$ cat src/rtl/imem_program_loader_pkg.sv
`default_nettype none
// ============================================================================
//  Module      : loader_pkg
//  Description : Shared types and constants for the instruction-memory
//                program loader (FSM states, image framing sizes, helpers).
//  Revision    : 1.0 - initial release
// ============================================================================
package loader_pkg;

    // Loader FSM states
    typedef enum logic [2:0] {
        ST_IDLE = 3'd0,
        ST_HDR  = 3'd1,
        ST_LOAD = 3'd2,
        ST_CSUM = 3'd3,
        ST_DONE = 3'd4,
        ST_ERR  = 3'd5
    } state_t;

    // Image framing: little-endian 32-bit header, little-endian 32-bit words
    localparam int unsigned HDR_BYTES  = 4;
    localparam int unsigned WORD_BYTES = 4;

    // States whose bytes are assembled into 32-bit words (header or payload)
    function automatic logic packs_bytes(input state_t s);
        return (s == ST_HDR) || (s == ST_LOAD);
    endfunction

    // States from which a start pulse launches a new load
    function automatic logic can_start(input state_t s);
        return (s == ST_IDLE) || (s == ST_DONE) || (s == ST_ERR);
    endfunction

endpackage : loader_pkg
`default_nettype wire

$ cat src/rtl/imem_program_loader_byte_packer.sv
`default_nettype none
// ============================================================================
//  Module      : byte_packer
//  Description : Assembles accepted bytes LSB-first into 32-bit words. A
//                2-bit lane counter tracks the byte position; word_valid_o
//                fires combinationally with the byte that completes a word,
//                so the consumer can register the word with 1-cycle latency.
//  Revision    : 1.0 - initial release
// ============================================================================
module byte_packer #(
    parameter int unsigned BYTES = 4
) (
    input  logic        clk_i,
    input  logic        resetl_i,
    input  logic        clear_i,
    input  logic        byte_valid_i,
    input  logic [7:0]  byte_i,
    output logic        word_valid_o,
    output logic [31:0] word_o
);

    localparam logic [1:0] C_LANE_LAST = 2'(BYTES - 1);

    logic [1:0]  lane_q;
    // Upper three bytes of the word in progress; the newest byte enters at the top
    logic [23:0] shift_q;
    logic        w_last;

    assign w_last       = (lane_q == C_LANE_LAST);
    assign word_valid_o = byte_valid_i && w_last;
    assign word_o       = {byte_i, shift_q};

    // Lane counter and partial word; held across rx_valid gaps
    always_ff @(posedge clk_i) begin
        if (!resetl_i || clear_i) begin
            lane_q  <= 2'd0;
            shift_q <= 24'd0;
        end else if (byte_valid_i) begin
            lane_q  <= w_last ? 2'd0 : lane_q + 2'd1;
            shift_q <= word_o[31:8];
        end
    end

endmodule : byte_packer
`default_nettype wire

$ cat src/rtl/imem_program_loader.sv
`default_nettype none
// ============================================================================
//  Module      : imem_program_loader
//  Description : Boot-time loader. Receives a framed byte image (header word
//                count, payload words, XOR checksum byte) over valid/ready,
//                writes words into instruction memory and releases the core
//                from reset once the image verifies.
//  Revision    : 1.0 - initial release
// ============================================================================
module imem_program_loader
    import loader_pkg::*;
#(
    parameter int unsigned DEPTH_WORDS = 256,
    parameter int unsigned ADDR_W      = 8,
    parameter logic [63:0] BASE_PC     = 64'h0
) (
    input  logic              CLK,
    input  logic              resetl,
    input  logic              start,
    input  logic [7:0]        rx_data,
    input  logic              rx_valid,
    output logic              rx_ready,
    output logic              imem_we,
    output logic [ADDR_W-1:0] imem_addr,
    output logic [31:0]       imem_wdata,
    output logic              core_resetl,
    output logic [63:0]       startpc,
    output logic              busy,
    output logic              done,
    output logic              error,
    output logic [ADDR_W:0]   words_loaded
);

    localparam logic [31:0]   C_DEPTH     = 32'(DEPTH_WORDS);
    localparam logic [ADDR_W:0] C_ONE     = (ADDR_W + 1)'(1);
    // Header and payload words share one packer, so it must cover the larger
    localparam int unsigned   C_PACK_BYTES = (HDR_BYTES > WORD_BYTES) ? HDR_BYTES : WORD_BYTES;

    state_t            state_q;
    logic              rx_ready_q;
    logic              imem_we_q;
    logic [ADDR_W-1:0] imem_addr_q;
    logic [31:0]       imem_wdata_q;
    logic              core_resetl_q;
    logic              busy_q;
    logic              done_q;
    logic              error_q;
    logic [ADDR_W:0]   words_loaded_q;
    logic [ADDR_W:0]   n_q;
    logic [7:0]        csum_q;

    logic              w_accept;
    logic              w_pack_valid;
    logic              w_clear;
    logic              w_word_valid;
    logic [31:0]       w_word;
    logic [ADDR_W:0]   w_count_inc;

    assign w_accept     = rx_valid && rx_ready_q;
    assign w_pack_valid = w_accept && packs_bytes(state_q);
    assign w_clear      = start && can_start(state_q);
    assign w_count_inc  = words_loaded_q + C_ONE;

    byte_packer #(
        .BYTES        (C_PACK_BYTES)
    ) u_packer (
        .clk_i        (CLK),
        .resetl_i     (resetl),
        .clear_i      (w_clear),
        .byte_valid_i (w_pack_valid),
        .byte_i       (rx_data),
        .word_valid_o (w_word_valid),
        .word_o       (w_word)
    );

    // Loader FSM with all outputs registered alongside the state
    always_ff @(posedge CLK) begin
        if (!resetl) begin
            state_q        <= ST_IDLE;
            rx_ready_q     <= 1'b0;
            imem_we_q      <= 1'b0;
            imem_addr_q    <= '0;
            imem_wdata_q   <= 32'd0;
            core_resetl_q  <= 1'b0;
            busy_q         <= 1'b0;
            done_q         <= 1'b0;
            error_q        <= 1'b0;
            words_loaded_q <= '0;
            n_q            <= '0;
            csum_q         <= 8'd0;
        end else begin
            imem_we_q <= 1'b0;
            unique case (state_q)
                ST_IDLE, ST_DONE, ST_ERR: begin
                    // The core leaves reset one cycle after the image verifies
                    if (state_q == ST_DONE) begin
                        core_resetl_q <= 1'b1;
                    end
                    if (start) begin
                        state_q        <= ST_HDR;
                        rx_ready_q     <= 1'b1;
                        busy_q         <= 1'b1;
                        done_q         <= 1'b0;
                        error_q        <= 1'b0;
                        core_resetl_q  <= 1'b0;
                        words_loaded_q <= '0;
                        n_q            <= '0;
                        csum_q         <= 8'd0;
                    end
                end
                ST_HDR: begin
                    if (w_accept) begin
                        csum_q <= csum_q ^ rx_data;
                        if (w_word_valid) begin
                            if (w_word > C_DEPTH) begin
                                state_q    <= ST_ERR;
                                rx_ready_q <= 1'b0;
                                busy_q     <= 1'b0;
                                error_q    <= 1'b1;
                            end else if (w_word == 32'd0) begin
                                state_q <= ST_CSUM;
                            end else begin
                                state_q <= ST_LOAD;
                                n_q     <= w_word[ADDR_W:0];
                            end
                        end
                    end
                end
                ST_LOAD: begin
                    if (w_accept) begin
                        csum_q <= csum_q ^ rx_data;
                        if (w_word_valid) begin
                            imem_we_q      <= 1'b1;
                            imem_addr_q    <= words_loaded_q[ADDR_W-1:0];
                            imem_wdata_q   <= w_word;
                            words_loaded_q <= w_count_inc;
                            if (w_count_inc == n_q) begin
                                state_q <= ST_CSUM;
                            end
                        end
                    end
                end
                ST_CSUM: begin
                    if (w_accept) begin
                        rx_ready_q <= 1'b0;
                        busy_q     <= 1'b0;
                        if (rx_data == csum_q) begin
                            state_q <= ST_DONE;
                            done_q  <= 1'b1;
                        end else begin
                            state_q <= ST_ERR;
                            error_q <= 1'b1;
                        end
                    end
                end
                default: begin
                    state_q    <= ST_IDLE;
                    rx_ready_q <= 1'b0;
                    busy_q     <= 1'b0;
                end
            endcase
        end
    end

    assign rx_ready     = rx_ready_q;
    assign imem_we      = imem_we_q;
    assign imem_addr    = imem_addr_q;
    assign imem_wdata   = imem_wdata_q;
    assign core_resetl  = core_resetl_q;
    assign startpc      = BASE_PC;
    assign busy         = busy_q;
    assign done         = done_q;
    assign error        = error_q;
    assign words_loaded = words_loaded_q;

endmodule : imem_program_loader
`default_nettype wire
$ cat config.mk
export PLATFORM = sky130hd
export DESIGN_NAME = imem_program_loader
export DESIGN_NICKNAME = d
export VERILOG_FILES = /design/src/rtl/imem_program_loader_pkg.sv /design/src/rtl/imem_program_loader_byte_packer.sv /design/src/rtl/imem_program_loader.sv
export SDC_FILE = /design/constraint.sdc
export NUM_CORES = 1
export LEC_CHECK = 0
export ABC_AREA = 1
export ABC_CLOCK_PERIOD_IN_PS = 1650
export BUFFER_PORTS_ARGS = -buffer_cell sky130_fd_sc_hd__buf_2
export CORE_AREA = 2 2 107 109
export DETAILED_ROUTE_END_ITERATION = 10
export DIE_AREA = 0 0 109 111
export GPL_ROUTABILITY_DRIVEN = 0
export PLACE_DENSITY = 0.7
export SETUP_SLACK_MARGIN = 0.1
export SLEW_MARGIN = 20
export SYNTH_ARGS = -nofsm -noshare
export SYNTH_HDL_FRONTEND = slang
export SYNTH_SLANG_ARGS = --single-unit
$ cat constraint.sdc
create_clock -name CLK -period 1.65 [get_ports CLK]
set_clock_uncertainty 0.1 [all_clocks]
set_input_delay 0.165 -clock CLK [delete_from_list [all_inputs] [get_ports CLK]]
set_output_delay 0.165 -clock CLK [all_outputs]
set_load 0.1 [all_outputs]
### After elaboration in Yosys (flattened, before gate mapping)

Index checks and enable logic that the tools add are counted.
W data, S select, Z words.

* add/subtract/negate cells: 2
* $mul: 0
* div/mod/pow operators: 0
* order comparisons: 1
* eq/ne operators: 21
* shift-type cells: 0
* multiplexer cells: 43
* bitwise logic cells: 2
* reduce and logical (&&, ||, !) cells: 29

Operator list (count)
* $mux W9: 7
* $pmux W9 S2: 2
* $gt A32 B9 Y1 const B: 1
* $logic_not A32 Y1: 1
* $mux W3: 8
* $mux W1: 18
* $mux W8: 2
* $ne A2 B2 Y1 const B: 8
* $pmux W8 S2: 1
* $reduce_and A7 Y1: 2
* $pmux W3 S4: 1
* $reduce_and A6 Y1: 2
* $ne A2 B1 Y1 const B: 5
* $reduce_bool A2 Y1: 5
* $add A9 B1 Y9 const B: 1
* $eq A9 B9 Y1: 1
* $reduce_and A3 Y1: 3
* $eq A8 B8 Y1: 1
* $reduce_and A4 Y1: 2
* $xor A8 B8 Y8: 1
* $eq A3 B2 Y1 const B: 2
* $eq A3 B3 Y1 const B: 2
* $logic_and A1 B1 Y1: 4
* $logic_or A1 B1 Y1: 4
* 14 further kinds: 14

* bits in registers: 100
* latch bits: 0
* bits in writable memories: 0
* ROM bits: 0
* input port bits: 12
* output and inout bits: 119
* word-level logic and storage cells: 111
* memories kept: 0

### Logic depth before layout (Yosys ltp)

* word-level depth: 7
* depth in mapped cells: 14
* gate-level depth less buffers: 14

### Cells and area by module

From an unflattened synthesis, not the netlist that was laid out.

* cells, all modules: 698
* area total of the unflattened synthesis: 5017.3 sq um

By module, submodules not included
* imem_program_loader: times used 1, cells each 571, area each 3982.6 sq um, seq. area each 1481.4 sq um
* byte_packer: times used 1, cells each 127, area each 1034.7 sq um, seq. area each 520.5 sq um

### Worst setup path after synthesis

Ideal clock, no wire load.

* path type: reg-to-reg
* from: register words_loaded_q[0] (netlist: words_loaded[0])
* to: register state_q[2]
* library setup time: 0.115 ns
* arrival time: 2.337 ns
* required time: 1.435 ns
* slack: -0.902 ns
* stages on the path, launching flop included: 13
* buffers on the path: 0
* period minus slack after synthesis: 2.552 ns
* path through: dfxtp_1 ha_1 nand2_1 nor2_1 nand2_1 nand2_1 nand2_1 nand2_1 nand2_1 nor2_1 nand3_1 a21oi_1 nor2_1

* cells in the longest elaborated chain, start to end: 4

RTL lines
* start, declared: line imem_program_loader.sv:48 `logic [ADDR_W:0] words_loaded_q;`
* start signal, assigned: line imem_program_loader.sv:136 `words_loaded_q <= w_count_inc;`
* $add A9 B1 Y9: line imem_program_loader.sv:62 `assign w_count_inc = words_loaded_q + C_ONE;`
* $eq A9 B9 Y1: line imem_program_loader.sv:137 `if (w_count_inc == n_q) begin`
* $ne A2 B1 Y1 (no source line)
* $reduce_and A7 Y1 (no source line)
* end signal, assigned: line imem_program_loader.sv:138 `state_q <= ST_CSUM;`
* end signal, assigned: line imem_program_loader.sv:148 `state_q <= ST_DONE;`
* end signal, assigned: line imem_program_loader.sv:151 `state_q <= ST_ERR;`
* end, declared: line imem_program_loader.sv:39 `state_t state_q;`

No other way between the ends.
A chain may end at the register's enable or synchronous reset.

### Worst setup path in the final report

* from: register state_q[0]
* to: register words_loaded_q[1] (netlist: words_loaded[1])

* cells in the longest elaborated chain, start to end: 6
* elaborated cells on any way between the ends: 15
* those cells by class: eq/ne: 7; mux: 1; reduce/logical: 7

RTL lines
* start signal, assigned: line imem_program_loader.sv:79 `state_q <= ST_IDLE;`
* start signal, assigned: line imem_program_loader.sv:100 `state_q <= ST_HDR;`
* start signal, assigned: line imem_program_loader.sv:116 `state_q <= ST_ERR;`
* $eq A3 B1 Y1 or $eq A3 B2 Y1 (tied branches): line imem_program_loader_pkg.sv:26, imem_program_loader.sv:93
* $logic_or A1 B1 Y1: line imem_program_loader_pkg.sv:26 `return (s == ST_HDR) || (s == ST_LOAD);`
* $logic_and A1 B1 Y1: line imem_program_loader.sv:60 `assign w_pack_valid = w_accept && packs_bytes(state_q);`
* $logic_and A1 B1 Y1: line imem_program_loader_byte_packer.sv:30 `assign word_valid_o = byte_valid_i && w_last;`
* $ne A2 B1 Y1 (no source line)
* $reduce_and A4 Y1 (no source line)

Several ways; a longest one is shown, not always the timed one.

==> load_flow_metrics.sql <==
INSERT INTO impl_metrics (metric_group, metric, value, unit) VALUES
('outcome', 'status', 'finished, violations left', ''),
('outcome', 'failed_checks', 'negative setup slack', ''),
('worst_setup_path', 'worst_setup_path_start_kind', 'flip-flop', ''),
('routing', 'postRouteAntennaNets', '0', ''),
('sta', 'hold_ws', '0.0185', 'ns'),
('worst_setup_path', 'reg2reg_from', 'state_q[0]', ''),
('finish', 'final.fill_count', '779', ''),
('placement', 'placement.io_buffers', '66', ''),
('power', 'power.internal', '5.66', 'mW'),
('clocking', 'cts.path.max_buffers', '2', ''),
('sta', 'final-hold-violation-count', '0', ''),
('worst_setup_path', 'worstPathCellList', 'inv_4, nor2_4, nand2_2, nand2_4, nand2_4, inv_4, nand3_4, buf_6, nand2_8, nand2_8, buf_4, nand2_1, a21oi_2', ''),
('clocking', 'worst_skew_pair.late_latency', '0.36', 'ns'),
('worst_setup_path', 'ff2ff_path_depth', '13', ''),
('power', 'power_per_cell_area', '1410', 'nW/um2'),
('logic_synthesis', 'synth.ff_latch_count', '100', ''),
('logic_synthesis', 'synthCells', '665', ''),
('logic_synthesis', 'ys_seq_area_frac', '0.415', ''),
('clocking', 'clockRootBuffer', 'sky130_fd_sc_hd__clkbuf_16', ''),
('placement', 'dpl_cell_area', '5590', 'um2'),
('logic_synthesis', 'synth_area', '4820', 'um2'),
('sta', 'setup_viols_final', '77', ''),
('floorplan', 'rows', '39', ''),
('finish', 'drive_gt1_frac', '0.500', ''),
('worst_setup_path', 'path_class', 'reg2reg', ''),
('worst_setup_path', 'r2r_setup_slack', '-0.21', 'ns'),
('floorplan', 'io-pin-count', '131', ''),
('power', 'power_frac_clock', '0.207', ''),
('power', 'sw_frac_of_total', '0.471', ''),
('routing', 'drt_first_iter_violations', '422', ''),
('sta', 'achievable-frequency', '536', 'MHz'),
('routing', 'first_pass_iters', '5', ''),
('worst_setup_path', 'cp.required', '1.79', 'ns'),
('min_path', 'min_to', 'u_packer.shift_q[16]', ''),
('finish', 'layout.nets', '835', ''),
('global_route', 'grt_antenna_before_repair', '0', ''),
('worst_setup_path', 'worstPathMaxFanout', '6', ''),
('power', 'total_power', '10.7', 'mW'),
('global_route', 'grt_overflow_total', '0', ''),
('power', 'vdd.ir_drop.worst', '1.20', 'mV'),
('global_route', 'first_global_vias', '4709', ''),
('routing', 'drc', '0', ''),
('finish', 'postLayoutCellArea', '7600', 'um2'),
('power', 'p_switching', '5.03', 'mW'),
('placement', 'placed_cells_incl_taps', '908', ''),
('worst_setup_path', 'crit_slowest_cell', 'sky130_fd_sc_hd__dfxtp_2', ''),
('floorplan', 'die_area', '12100', 'um2'),
('finish', 'antenna_cells', '0', ''),
('finish', 'areaGrowthSynthToFinish', '57.7', '%'),
('finish', 'layout.cells.non_filler', '969', ''),
('power', 'comb_power_share', '0.523', ''),
('sta', 'timing.final.ws_setup', '-0.215', 'ns'),
('clocking', 'clkSinkCount', '100', ''),
('routing', 'via_count', '5172', ''),
('floorplan', 'die_w', '109', 'um'),
('logic_synthesis', 'syn_avg_cell_area', '7.25', 'um2'),
('sta', 'post-route-min-period', '1.86', 'ns'),
('clocking', 'cts_inserted_buffers', '9', ''),
('worst_setup_path', 'crit_path_max_incr_delay', '0.36', 'ns'),
('power', 'seqPwrFrac', '0.270', ''),
('clocking', 'clkTransAtPathRegs', '0.08', 'ns'),
('min_path', 'holdCritPathClass', 'in2reg', ''),
('floorplan', 'floorplan.die.height', '111', 'um'),
('global_route', 'global_route_wire_length_before_repair', '23000', 'um'),
('global_route', 'grt_max_degree', '32', ''),
('sta', 'share_of_the_clock_period_used_by_the_worst_path_after_layout', '1.13', ''),
('worst_setup_path', 'cp.buffers_inverters', '4', ''),
('floorplan', 'initial_core_util', '0.435', ''),
('routing', 'via_per_inst', '5.34', ''),
('floorplan', 'placeableCoreArea', '11100', 'um2'),
('placement', 'hpwlAfterDp', '8490', 'um');
-- flip-flops by register name, summed over array words and instances, names as in the netlist, 2 cells and up --
register and flops:
imem_wdata 32, imem_addr 8, state_q 3, u_packer.shift_q 24, words_loaded 9, csum_q 8
u_packer.lane_q 2, n_q 9
-- how the worst max path moves through the flow --
| stage | startpoint | end | slack [ns] | cells past startpoint |
|---|---|---|---|---|
| floorplan | words_loaded[0] | state_q[2] | -0.16 | 12 |
| finish | state_q[0] | words_loaded[1] | -0.21 | 13 |
| detailed placement | state_q[2] | state_q[2] | -0.03 | 11 |
| global route | u_packer.shift_q[1] | state_q[0] | -0.31 | 13 |
| global placement | state_q[0] | u_packer.shift_q[1] | 0.02 | 11 |
| CTS | words_loaded[0] | state_q[2] | -0.01 | 10 |
-- cell usage after synthesis --
library cell	number	share of area
sky130_fd_sc_hd__nand2_1	129	0.10
sky130_fd_sc_hd__dfxtp_1	100	0.42
sky130_fd_sc_hd__a21oi_1	94	0.098
sky130_fd_sc_hd__buf_4	66	0.10
sky130_fd_sc_hd__inv_1	63	0.049
sky130_fd_sc_hd__nor2_1	59	0.046
sky130_fd_sc_hd__o21ai_0	42	0.044
sky130_fd_sc_hd__nand3_1	26	0.027
sky130_fd_sc_hd__clkbuf_1	16	0.012
sky130_fd_sc_hd__nand3b_1	11	0.017
sky130_fd_sc_hd__nand4_1	11	0.014
sky130_fd_sc_hd__buf_2	9	0.0093
sky130_fd_sc_hd__xnor2_1	8	0.015
sky130_fd_sc_hd__inv_2	5	0.0039
sky130_fd_sc_hd__a31oi_1	3	0.0039
sky130_fd_sc_hd__o21ai_1	3	0.0031
sky130_fd_sc_hd__ha_1	2	0.0052
sky130_fd_sc_hd__nand2_4	2	0.0047
sky130_fd_sc_hd__nand3_4	2	0.0073
sky130_fd_sc_hd__nor2_2	2	0.0026
sky130_fd_sc_hd__o211a_1	2	0.0042
sky130_fd_sc_hd__o21bai_1	2	0.0031
sky130_fd_sc_hd__a211oi_1	1	0.0016
sky130_fd_sc_hd__buf_6	1	0.0023
sky130_fd_sc_hd__conb_1	1	0.00078
sky130_fd_sc_hd__nand2_2	1	0.0013
sky130_fd_sc_hd__nor2_4	1	0.0023
sky130_fd_sc_hd__nor3_1	1	0.0010
sky130_fd_sc_hd__o2111ai_1	1	0.0018
sky130_fd_sc_hd__o31ai_1	1	0.0016
-- final cells by class --
cell class / instances / area [um2] / share of cell area
Sequential cell: 100 / 2050 / 0.269
Tap cell: 143 / 179 / 0.0235
Clock inverter: 6 / 55.1 / 0.00724
Timing Repair Buffer: 172 / 1650 / 0.217
Inverter: 68 / 275 / 0.0362
Clock buffer: 10 / 250 / 0.0329
Multi-Input combinational cell: 470 / 3150 / 0.414
-- repair_timing --
| item | in CTS | in global routing |
|---|---|---|
| buffers inserted | 13 | 14 |
| endpoints found under the hold margin | 1 | 0 |
| cloned | 8 | 10 |
| setup endpoints to repair | 90 | 101 |
| gates resized for setup | 151 | 179 |
| hold buffers | 1 | 0 |
| pin swaps | 54 | 80 |
-- power groups by stage --
stage / Sequential, mW / Combinational, mW / Clock, mW
3_5_place_dp: 2.88 / 3.79 / 0
2_1_floorplan: 3.57 / 2.29 / 0
3_3_place_gp: 2.87 / 3.73 / 0
6_report: 2.88 / 5.58 / 2.21
5_1_grt: 2.91 / 5.82 / 2.34
4_1_cts: 2.86 / 4.40 / 2.22
-- kinds of logic (layout without fill, tap and decap cells) --
| kind of cell | count (synthesis) | count (layout) | share of synthesized area |
|---|---|---|---|
| xor gates and xnor gates | 8 | 8 | 0.0145 |
| adders and majority gates | 2 | 2 | 0.00519 |
| other | 1 | 64 | 0.000778 |
| and+or+nand+nor | 245 | 247 | 0.224 |
| buffers and inverters | 160 | 256 | 0.180 |
| AOI/OAI and AO/OA | 149 | 149 | 0.160 |
| DFF | 100 | 100 | 0.415 |
-- cell usage in the layout (no fill, tap or decap), drive strengths merged --
master and instances:
nand4 11, nand2 134, o21ai 45, a21oi 94, conb 64, nand3b 11, clkbuf 19, a211oi 1
inv 73, o21bai 2, xnor2 8, o211a 2, nor2 62, o2111ai 1, nand3 28, clkinv 1
dfxtp 100, a31oi 3, ha 2, o31ai 1, buf 162, nor3 1, dlygate4sd3 1
-- stage by stage --
stage / setup WS (ns) / util
floorplan: -0.155 / -
global placement: 0.0153 / 0.505
detailed placement: -0.0323 / 0.505
CTS: -0.0134 / 0.599
global route: -0.310 / 0.686
finish: -0.215 / 0.686
-- per-layer routing --
metal	global-route usage	vias up	wire, um
met5	0	-	0
li1	-	2351	-
met1	0.298	2505	6750
met2	0.402	257	8930
met3	0.0476	59	1270
met4	0.102	0	739
-- worst reg2reg max path: stages (launching register included) --
cell and delay (ns):
sky130_fd_sc_hd__dfxtp_2 0.36, sky130_fd_sc_hd__inv_4 0.05, sky130_fd_sc_hd__nor2_4 0.14, sky130_fd_sc_hd__nand2_2 0.09
sky130_fd_sc_hd__nand2_4 0.08, sky130_fd_sc_hd__nand2_4 0.06, sky130_fd_sc_hd__inv_4 0.06, sky130_fd_sc_hd__nand3_4 0.13
sky130_fd_sc_hd__buf_6 0.17, sky130_fd_sc_hd__nand2_8 0.09, sky130_fd_sc_hd__nand2_8 0.09, sky130_fd_sc_hd__buf_4 0.15
sky130_fd_sc_hd__nand2_1 0.10, sky130_fd_sc_hd__a21oi_2 0.07
Power figures use the tool's default switching activity.
